[src/rtl/tdm_pkg.sv]
// tdm_pkg: definitions shared by the TDM multiplexer/demultiplexer pair.
//   LANES          number of lanes carried per frame
//   DEFAULT_WIDTH  default symbol/lane width in bits
//   LANE_A..LANE_D lane encodings, identical to the multiplexer SEL encoding
//   ERR_CNT_W      width of the optional abort counter
//   next_lane()    lane index that follows a given lane, wrapping D -> A
package tdm_pkg;

  localparam int LANES         = 4;
  localparam int DEFAULT_WIDTH = 2;
  localparam int ERR_CNT_W     = 8;

  localparam logic [1:0] LANE_A = 2'b00;
  localparam logic [1:0] LANE_B = 2'b01;
  localparam logic [1:0] LANE_C = 2'b10;
  localparam logic [1:0] LANE_D = 2'b11;

  function automatic logic [1:0] next_lane(input logic [1:0] lane);
    return lane + 2'd1;
  endfunction

endpackage

[src/rtl/tdm_lane_counter.sv]
// tdm_lane_counter: tracks which lane the next accepted beat belongs to.
// Ports:
//   clk, rst_n  clock, asynchronous active-low reset
//   beat        a symbol is accepted this cycle
//   sof         start of frame; only meaningful when beat=1
//   sel         lane index of the next expected beat (the counter state)
//   wrap        strobe: this beat completes a frame (lane D, no SOF)
//   abort       strobe: this SOF beat discards a partial frame
// wrap and abort are combinational and are registered by the parent.
module tdm_lane_counter
  import tdm_pkg::*;
(
  input  logic       clk,
  input  logic       rst_n,
  input  logic       beat,
  input  logic       sof,
  output logic [1:0] sel,
  output logic       wrap,
  output logic       abort
);

  logic [1:0] sel_next;

  always_ff @(posedge clk or negedge rst_n) begin
    if (!rst_n) begin
      sel <= LANE_A;
    end else begin
      sel <= sel_next;
    end
  end

  // A SOF beat is lane A, so the next expected lane is B. An SOF arriving
  // anywhere other than lane A, including lane D, restarts the frame and
  // never completes it.
  always_comb begin
    sel_next = sel;
    wrap     = 1'b0;
    abort    = 1'b0;
    if (beat) begin
      if (sof) begin
        sel_next = LANE_B;
        abort    = (sel != LANE_A);
      end else begin
        sel_next = next_lane(sel);
        wrap     = (sel == LANE_D);
      end
    end
  end

endmodule

[src/rtl/tdm_demultiplexer.sv]
// tdm_demultiplexer: rebuilds four parallel lanes from a TDM symbol stream.
// Beats arrive in lane order A, B, C, D; A..C are staged and the frame is
// published on the lane-D beat together with a one-cycle frame_valid.
// Ports:
//   clk, rst_n          clock, asynchronous active-low reset
//   x_in [WIDTH]        incoming symbol
//   x_valid             x_in holds a beat this cycle (always accepted)
//   sof                 beat is lane A (sampled only with x_valid)
//   a, b, c, d [WIDTH]  registered lanes, updated only on frame completion
//   frame_valid         one-cycle pulse, a..d just updated
//   sel [2]             lane index of the next expected beat
//   err                 one-cycle pulse, a partial frame was aborted
//   err_cnt [8]         saturating abort count (only with TDM_DEMUX_ERRCNT_EN)
// Build option: define TDM_DEMUX_ERRCNT_EN to add err_cnt.
module tdm_demultiplexer
  import tdm_pkg::*;
#(
  parameter int WIDTH = DEFAULT_WIDTH
) (
  input  logic             clk,
  input  logic             rst_n,
  input  logic [WIDTH-1:0] x_in,
  input  logic             x_valid,
  input  logic             sof,
  output logic [WIDTH-1:0] a,
  output logic [WIDTH-1:0] b,
  output logic [WIDTH-1:0] c,
  output logic [WIDTH-1:0] d,
  output logic             frame_valid,
  output logic [1:0]       sel,
  output logic             err
`ifdef TDM_DEMUX_ERRCNT_EN
  ,
  output logic [ERR_CNT_W-1:0] err_cnt
`endif
);

  logic [WIDTH-1:0] sa, sb, sc;
  logic             wrap, abort;

  tdm_lane_counter u_lane_counter (
    .clk   (clk),
    .rst_n (rst_n),
    .beat  (x_valid),
    .sof   (sof),
    .sel   (sel),
    .wrap  (wrap),
    .abort (abort)
  );

  // wrap and abort are mutually exclusive (sof selects one or the other),
  // so frame_valid and err can never be high together.
  always_ff @(posedge clk or negedge rst_n) begin
    if (!rst_n) begin
      sa          <= '0;
      sb          <= '0;
      sc          <= '0;
      a           <= '0;
      b           <= '0;
      c           <= '0;
      d           <= '0;
      frame_valid <= 1'b0;
      err         <= 1'b0;
    end else begin
      frame_valid <= wrap;
      err         <= abort;
      if (x_valid) begin
        if (sof) begin
          // Stale sb/sc are left in place; the restarted frame overwrites
          // them before they can be published.
          sa <= x_in;
        end else begin
          unique case (sel)
            LANE_A: sa <= x_in;
            LANE_B: sb <= x_in;
            LANE_C: sc <= x_in;
            LANE_D: begin
              a <= sa;
              b <= sb;
              c <= sc;
              d <= x_in;
            end
          endcase
        end
      end
    end
  end

`ifdef TDM_DEMUX_ERRCNT_EN
  always_ff @(posedge clk or negedge rst_n) begin
    if (!rst_n) begin
      err_cnt <= '0;
    end else if (abort && (err_cnt != {ERR_CNT_W{1'b1}})) begin
      err_cnt <= err_cnt + 1'b1;
    end
  end
`endif

endmodule

[config.mk]
export PLATFORM = sky130hd
export DESIGN_NAME = tdm_demultiplexer
export DESIGN_NICKNAME = d
export VERILOG_FILES = /design/src/rtl/tdm_pkg.sv /design/src/rtl/tdm_lane_counter.sv /design/src/rtl/tdm_demultiplexer.sv
export SDC_FILE = /design/constraint.sdc
export NUM_CORES = 1
export LEC_CHECK = 0
export CORE_MARGIN = 3
export CORE_UTILIZATION = 25
export CTS_BUF_LIST = sky130_fd_sc_hd__clkbuf_8 sky130_fd_sc_hd__clkbuf_16
export CTS_CLUSTER_SIZE = 14
export DETAILED_ROUTE_END_ITERATION = 6
export PLACE_DENSITY = 0.56
export SETUP_SLACK_MARGIN = 0.15
export SKIP_LAST_GASP = 1
export SLEW_MARGIN = 20
export SYNTH_ARGS = -nofsm -noshare
export SYNTH_HDL_FRONTEND = slang
export SYNTH_SLANG_ARGS = --single-unit
export TNS_END_PERCENT = 5
[constraint.sdc]
create_clock -name clk -period 3.8 [get_ports clk]
set_clock_uncertainty 0.2 [all_clocks]
set_input_delay 0.38 -clock clk [delete_from_list [all_inputs] [get_ports clk]]
set_output_delay 0.38 -clock clk [all_outputs]
set_load 0.01 [all_outputs]
==> flow_summary.ini <==
[place]
hpwlAfterDp_um = 951
portBuffers = 17
gp_congestion = 0.706

[clock_tree]
numCtsBuffers = 3
cts_tree = yes
clock_latency_ns = 0.25
cts_sinks = 18
cts.path.max_buffers = 2
clock-root-buffer = clkbuf_8
cts_resized = 0
cts_hold_buf = 0
path_clk_slew_ns = 0.07
cts_setup_buffers = 0
htree_levels = 1

[sta]
fin_crit_ns = 1.87
fin_crit_sh_pct = 49.2
max_freq_mhz = 535
tightest_slew_ns = 0.789
setup_viol = 0
drv_slew = 0
worst_hold_slack_ns = 0.307
relSlewSlack_pct = 47.2
totalNegativeSetupSlack_ns = 0
rsz0062_at_grt = no
finalHoldViolations = 0

[cells_and_area]
drive_gt1_share_pct = 27.1
finalNetCount = 81
diodes = 0
syn_to_final_growth_pct = 32.9

[outcome]
status = complete, no violations

[worst_setup_path]
worstPathMaxFanout = 6
cp.required_ns = 3.22
end_kind = primary output
slowest_delay_ns = 0.58
arrival_ns = 1.29
worstPathCellList = clkdlybuf4s50_1
cp-start-kind = flop
critical_path_buf_inv_count = 1
cpMaxStageDelayCell = clkdlybuf4s50_1
crit_type = flop to primary output
cp_top_family = buffers and inverters

[route]
wire_per_inst_um = 12.5
drtIter0Drc = 1
wirelength_mm = 1.26
vias = 440
viasPerCell = 4.36
drt_pre_antenna_iters = 2
antenna_left = 0
drc_errors = 0

[global_route]
grtUsageMet1_pct = 10.2
grt_use_total_pct = 8.23
antenna_found_initial = 0
grt_pass1_vias = 474
grt_pass1_wl_mm = 2.19
met3_usage_pct = 3.77
grt-ovfl-total = 0
grt_max_degree = 19
met2_usage_pct = 12.7
top_usage_layer = met2

[floorplanning]
io_pins = 18
die_area_um2 = 3770
rows = 19
fp.dieH_um = 61.4
core_um2 = 2850
die_w_um = 61.4
initial_core_util_pct = 26.9

[yosys]
synth-seq-cells = 18
avgSynthCellArea_um2 = 15.4
synth_cells = 50
ys_seq_area_share_pct = 58.6
synth_area_um2 = 768
ys_types = 13
yosys_warnings = 0
synth_nets = 60

[pwr]
ir_drop_mv = 0.253
clockPowerShare_pct = 24.0
p_leak_nw = 0.481
p_total_mw = 0.645
p_sw_share_pct = 25.3
pwr-share-seq_pct = 44.6
intPower_mw = 0.482
power_density_nw_per_um2 = 631
comb_power_share_pct = 31.4
p_switching_mw = 0.163

[job]
cap_violations = 0

[min_path]
min_path_type = flop to flop
## power groups by stage
stage	registers [mW]	logic (mW)	clock network, mW
2_1_floorplan	0.307	0.0784	0
3_3_place_gp	0.290	0.204	0
3_5_place_dp	0.294	0.205	0
4_1_cts	0.290	0.206	0.159
5_1_grt	0.297	0.219	0.171
6_report	0.288	0.202	0.155
## registers in the layout, summed over array words and instances (netlist names)
register,flops
sa,2
sb,2
err,1
u_lane_counter.sel,2
frame_valid,1
sc,2
a,2
b,2
c,2
d,2
## final timing paths
| path | start | endpoint | slack [ns] | depth (start not counted) |
|---|---|---|---|---|
| worst max-delay path | u_lane_counter.sel[0]$_DFFE_PN0P_ | sel[0] | 1.93 | 1 |
| worst min-delay path | sa[0]$_DFFE_PN0P_ | sa[0]$_DFFE_PN0P_ | 0.31 | 1 |
| worst max register to register | u_lane_counter.sel[0]$_DFFE_PN0P_ | sa[1]$_DFFE_PN0P_ | 2.08 | 4 |
| worst min register to register | sa[0]$_DFFE_PN0P_ | sa[0]$_DFFE_PN0P_ | 0.31 | 1 |
| max in group asynchronous | rst_n | d[1]$_DFFE_PN0P_ | 2.52 | 1 |
| min in group asynchronous | rst_n | a[0]$_DFFE_PN0P_ | 0.39 | 1 |
## cells by family (layout without fill, tap and decap cells)
kind of cell / count (synthesis) / in the layout / synth area share, %
muxes: 14 / 14 / 22.0
adders and majority gates: 4 / 4 / 6.51
DFF: 18 / 18 / 58.6
buffers and inverters: 4 / 24 / 2.93
and+or+nand+nor: 7 / 7 / 7.98
AOI/OAI and AO/OA: 3 / 3 / 1.95
## cells in the mapped netlist (all sizes together)
master  count  area, µm²
buf         1       11.3
a21oi       1       5.00
dfrtp      18        450
mux2       14        169
nor2        1       3.75
nand3b      4       42.5
inv         3       11.3
and3b       1       8.76
ha          4       50.1
nor2b       1       6.26
o21ai       2       10.0
## cell type report
class                   count  area (µm²)
fillers                   290        1830
flip-flops and latches     18         450
multi-input cells          28         295
repair buffers             17         170
clock buffers               4        55.1
well taps                  31        38.8
inverters                   3        11.3
## stage by stage
step           area (µm²)  instances  setup WS, ns  util (%)
2_1_floorplan         768         50          2.18         -
3_3_place_gp          966         97          1.90      33.9
3_5_place_dp          966         97          1.88      33.9
4_1_cts              1020        101          1.94      35.8
5_1_grt              1020        101          1.89      35.8
6_report             1020        101          1.93      35.8
## cells in the final DEF, fill, tap and decap left out
| cell type | Yosys | routed |
|---|---|---|
| nand3b_4 | 1 | 1 |
| clkdlybuf4s50_1 | 0 | 17 |
| ha_1 | 4 | 4 |
| nand3b_1 | 3 | 3 |
| nor2_1 | 1 | 1 |
| a21oi_1 | 1 | 1 |
| nor2b_1 | 1 | 1 |
| and3b_1 | 1 | 1 |
| inv_1 | 3 | 3 |
| mux2_4 | 3 | 3 |
| clkbuf_8 | 0 | 4 |
| dfrtp_1 | 18 | 18 |
| o21ai_0 | 2 | 2 |
| mux2_2 | 11 | 11 |
## metal layers
| layer | up-vias | part of all wire, % |
|---|---|---|
| met2 | 13 | 46 |
| li1 | 211 | - |
| met3 | 2 | 5.8 |
| met5 | - | 0 |
| met4 | 0 | 1.1 |
| met1 | 214 | 47 |
Power figures use the tool's default switching activity.
==> edit (config.mk and constraints unchanged) <==
Register the inputs `x_in`, `x_valid` and `sof` before use, cleared by the reset. The logic sees them one clock later. Comments in the files are not updated.
--- a/src/rtl/tdm_demultiplexer.sv
+++ b/src/rtl/tdm_demultiplexer.sv
@@ -36,4 +36,20 @@
 );
 
+  logic [WIDTH-1:0] x_q;
+  logic x_valid_q;
+  logic sof_q;
+
+  always_ff @(posedge clk or negedge rst_n) begin
+    if (!rst_n) begin
+      x_q       <= '0;
+      x_valid_q <= '0;
+      sof_q     <= '0;
+    end else begin
+      x_q       <= x_in;
+      x_valid_q <= x_valid;
+      sof_q     <= sof;
+    end
+  end
+
   logic [WIDTH-1:0] sa, sb, sc;
   logic             wrap, abort;
@@ -42,6 +58,6 @@
     .clk   (clk),
     .rst_n (rst_n),
-    .beat  (x_valid),
-    .sof   (sof),
+    .beat  (x_valid_q),
+    .sof   (sof_q),
     .sel   (sel),
     .wrap  (wrap),
@@ -65,19 +81,19 @@
       frame_valid <= wrap;
       err         <= abort;
-      if (x_valid) begin
-        if (sof) begin
+      if (x_valid_q) begin
+        if (sof_q) begin
           // Stale sb/sc are left in place; the restarted frame overwrites
           // them before they can be published.
-          sa <= x_in;
+          sa <= x_q;
         end else begin
           unique case (sel)
-            LANE_A: sa <= x_in;
-            LANE_B: sb <= x_in;
-            LANE_C: sc <= x_in;
+            LANE_A: sa <= x_q;
+            LANE_B: sb <= x_q;
+            LANE_C: sc <= x_q;
             LANE_D: begin
               a <= sa;
               b <= sb;
               c <= sc;
-              d <= x_in;
+              d <= x_q;
             end
           endcase
Check against the original RTL: not equivalent (Yosys sat finds a counterexample within 4 cycles, from zero or initial values and one cycle with rst_n low).
==> edit against the original RTL <==
Total power up 18%. Fmax up 1.9%. Worst setup slack better by 0.035 ns. Synthesized cell count up 8.0%. Area after synthesis up 13%. Sequential cell count up 4. Final area up 13%. Wire length up 5.6%. Critical path type unchanged.
==> edit: results (changes against the original RTL) <==
[finish]
nNetsFinal=85  ; +4.9%
antenna_cells=0  ; unchanged
drive_gt1_frac=0.2568  ; -0.01467
final_cells=118  ; +17%

[worst_setup_path]
worstReg2RegStart=u_lane_counter.sel[0]
critPathTopFamily=buffers and inverters
r2r_end=sa[0]
critPathMaxFanout=6  ; unchanged
r2r_slack_ns=2.10  ; +0.02 ns
max_stage_delay_ns=0.56  ; -0.02 ns
slowest_stage=clkdlybuf4s50_1
reg2regPathDepth=4  ; unchanged

[synthesis]
netlist_instances=54  ; +8.0%
synth_common_cells=dfrtp_1 (22), mux2_2 (11), ha_1 (4)
synthArstFlopShare=1.000  ; unchanged
yosysWarnings=0  ; unchanged
synth-seq-area-share=0.6340  ; +0.04769
yosys-top-cells-area=dfrtp_1 (63%), mux2_2 (14%), ha_1 (5.8%)
yosysUniqueCellTypes=13  ; unchanged
ys.flop_type=dfrtp_1
synth_fp_nets=64  ; +6.7%

[global_routing]
grt_pass1_vias=440  ; -7.2%
grt_start_max_net_pins=23  ; +4
grt_pass1_wl_um=2159  ; -1.3%
track_usage=0.06852  ; -0.01373

[place]
hpwlAfterDp_um=959.7  ; +0.91%
dp_worst_setup_slack_ns=2.005  ; +0.1234 ns
gp_congestion=0.7824  ; +11%
portBuffers=17  ; unchanged
dp.cells=114  ; +18%

[cts]
clk_pin_slew_ns=0.08
cts_root_buf=clkbuf_8
cts_setup_buffers=0  ; unchanged
insertion_delay_ns=0.26
cts_resized=0  ; unchanged
clockBufferDepth=2  ; unchanged

[hold_path]
whs_endpoint=d[0]
hp-class=flip-flop to flip-flop
hold_start=d[0]
hold_depth=1  ; unchanged

[power]
ir_drop_mv=0.2120  ; -16%
p_leak_nw=0.5355  ; +11%

[routing]
firstDrtPassIters=3  ; +1
drtIter0Drc=16  ; +15
avgViaCountPerCell=3.975  ; -8.8%
wl_per_cell_um=11.27  ; -9.7%

[timing]
tightest_slew_ns=0.9510  ; +0.1620 ns
hold_ws_ns=0.3078  ; +0.0007050 ns

[run_status]
status=finished clean

## edit: changes by cell type after synthesis, sizes merged
| cell | unedited run | this run |
|---|---|---|
| dfrtp | 18 | 22 |
## edit: layout make-up
class                   count  area, µm²
flip-flops and latches     22      550.5
clock buffers               3      41.29
well taps                  44      55.05
multi-input cells          28      295.3
fillers                   321       2024
clock inverters             1      30.03
inverters                   3      11.26
repair buffers             17      170.2
## edit: how the worst max path moves through the flow
| stage | slack [ns] | from | depth (start not counted) | end |
|---|---|---|---|---|
| detailed placement | 2.01 | rst_n | 1 | u_lane_counter.sel[0] |
| CTS | 1.94 | u_lane_counter.sel[0] | 1 | sel[0] |
| floorplan | 2.18 | u_lane_counter.sel[0] | 4 | sa[0] |
| global placement | 2.05 | rst_n | 1 | u_lane_counter.sel[0] |
| global route | 1.91 | u_lane_counter.sel[0] | 1 | sel[0] |
| finish | 1.97 | u_lane_counter.sel[0] | 1 | sel[0] |
## edit: power breakdown
group	total, mW	leakage (nW)	switching, mW	internal, mW
Combinational	0.210	0.232	0.0683	0.142
Sequential	0.337	0.268	0.0364	0.301
Clock	0.211	0.0357	0.0701	0.140
## edit: layer usage
metal | GRT usage | vias to the layer above | wire [µm]
li1 | - | 222 | -
met4 | 0.03166 | 0 | 17
met2 | 0.09451 | 16 | 549
met5 | 0 | - | 0
met1 | 0.08606 | 229 | 637
met3 | 0.03813 | 2 | 125
## edit: metrics by stage
stage	cell area (µm²)	power [mW]	utilization
4_1_cts	1154	0.7727	0.3630
5_1_grt	1154	0.7998	0.3630
2_1_floorplan	868.3	0.4395	-
6_report	1154	0.7582	0.3630
3_5_place_dp	1082	0.5576	0.3406
3_3_place_gp	1082	0.5509	0.3406
## edit: cells by family after synthesis
family,synth area share
AO/OA/AOI/OAI,0.01729
adder cells (fa/ha/maj),0.05764
buffers and inverters,0.02593
flip-flops,0.6340
multiplexers,0.1945
AND/OR/NAND/NOR,0.07061
## edit: worst reg2reg max path: stages, from the launching register on
cell and delay (ns):
dfrtp_1 0.43, inv_1 0.09, ha_1 0.21, o21ai_0 0.28, mux2_2 0.37
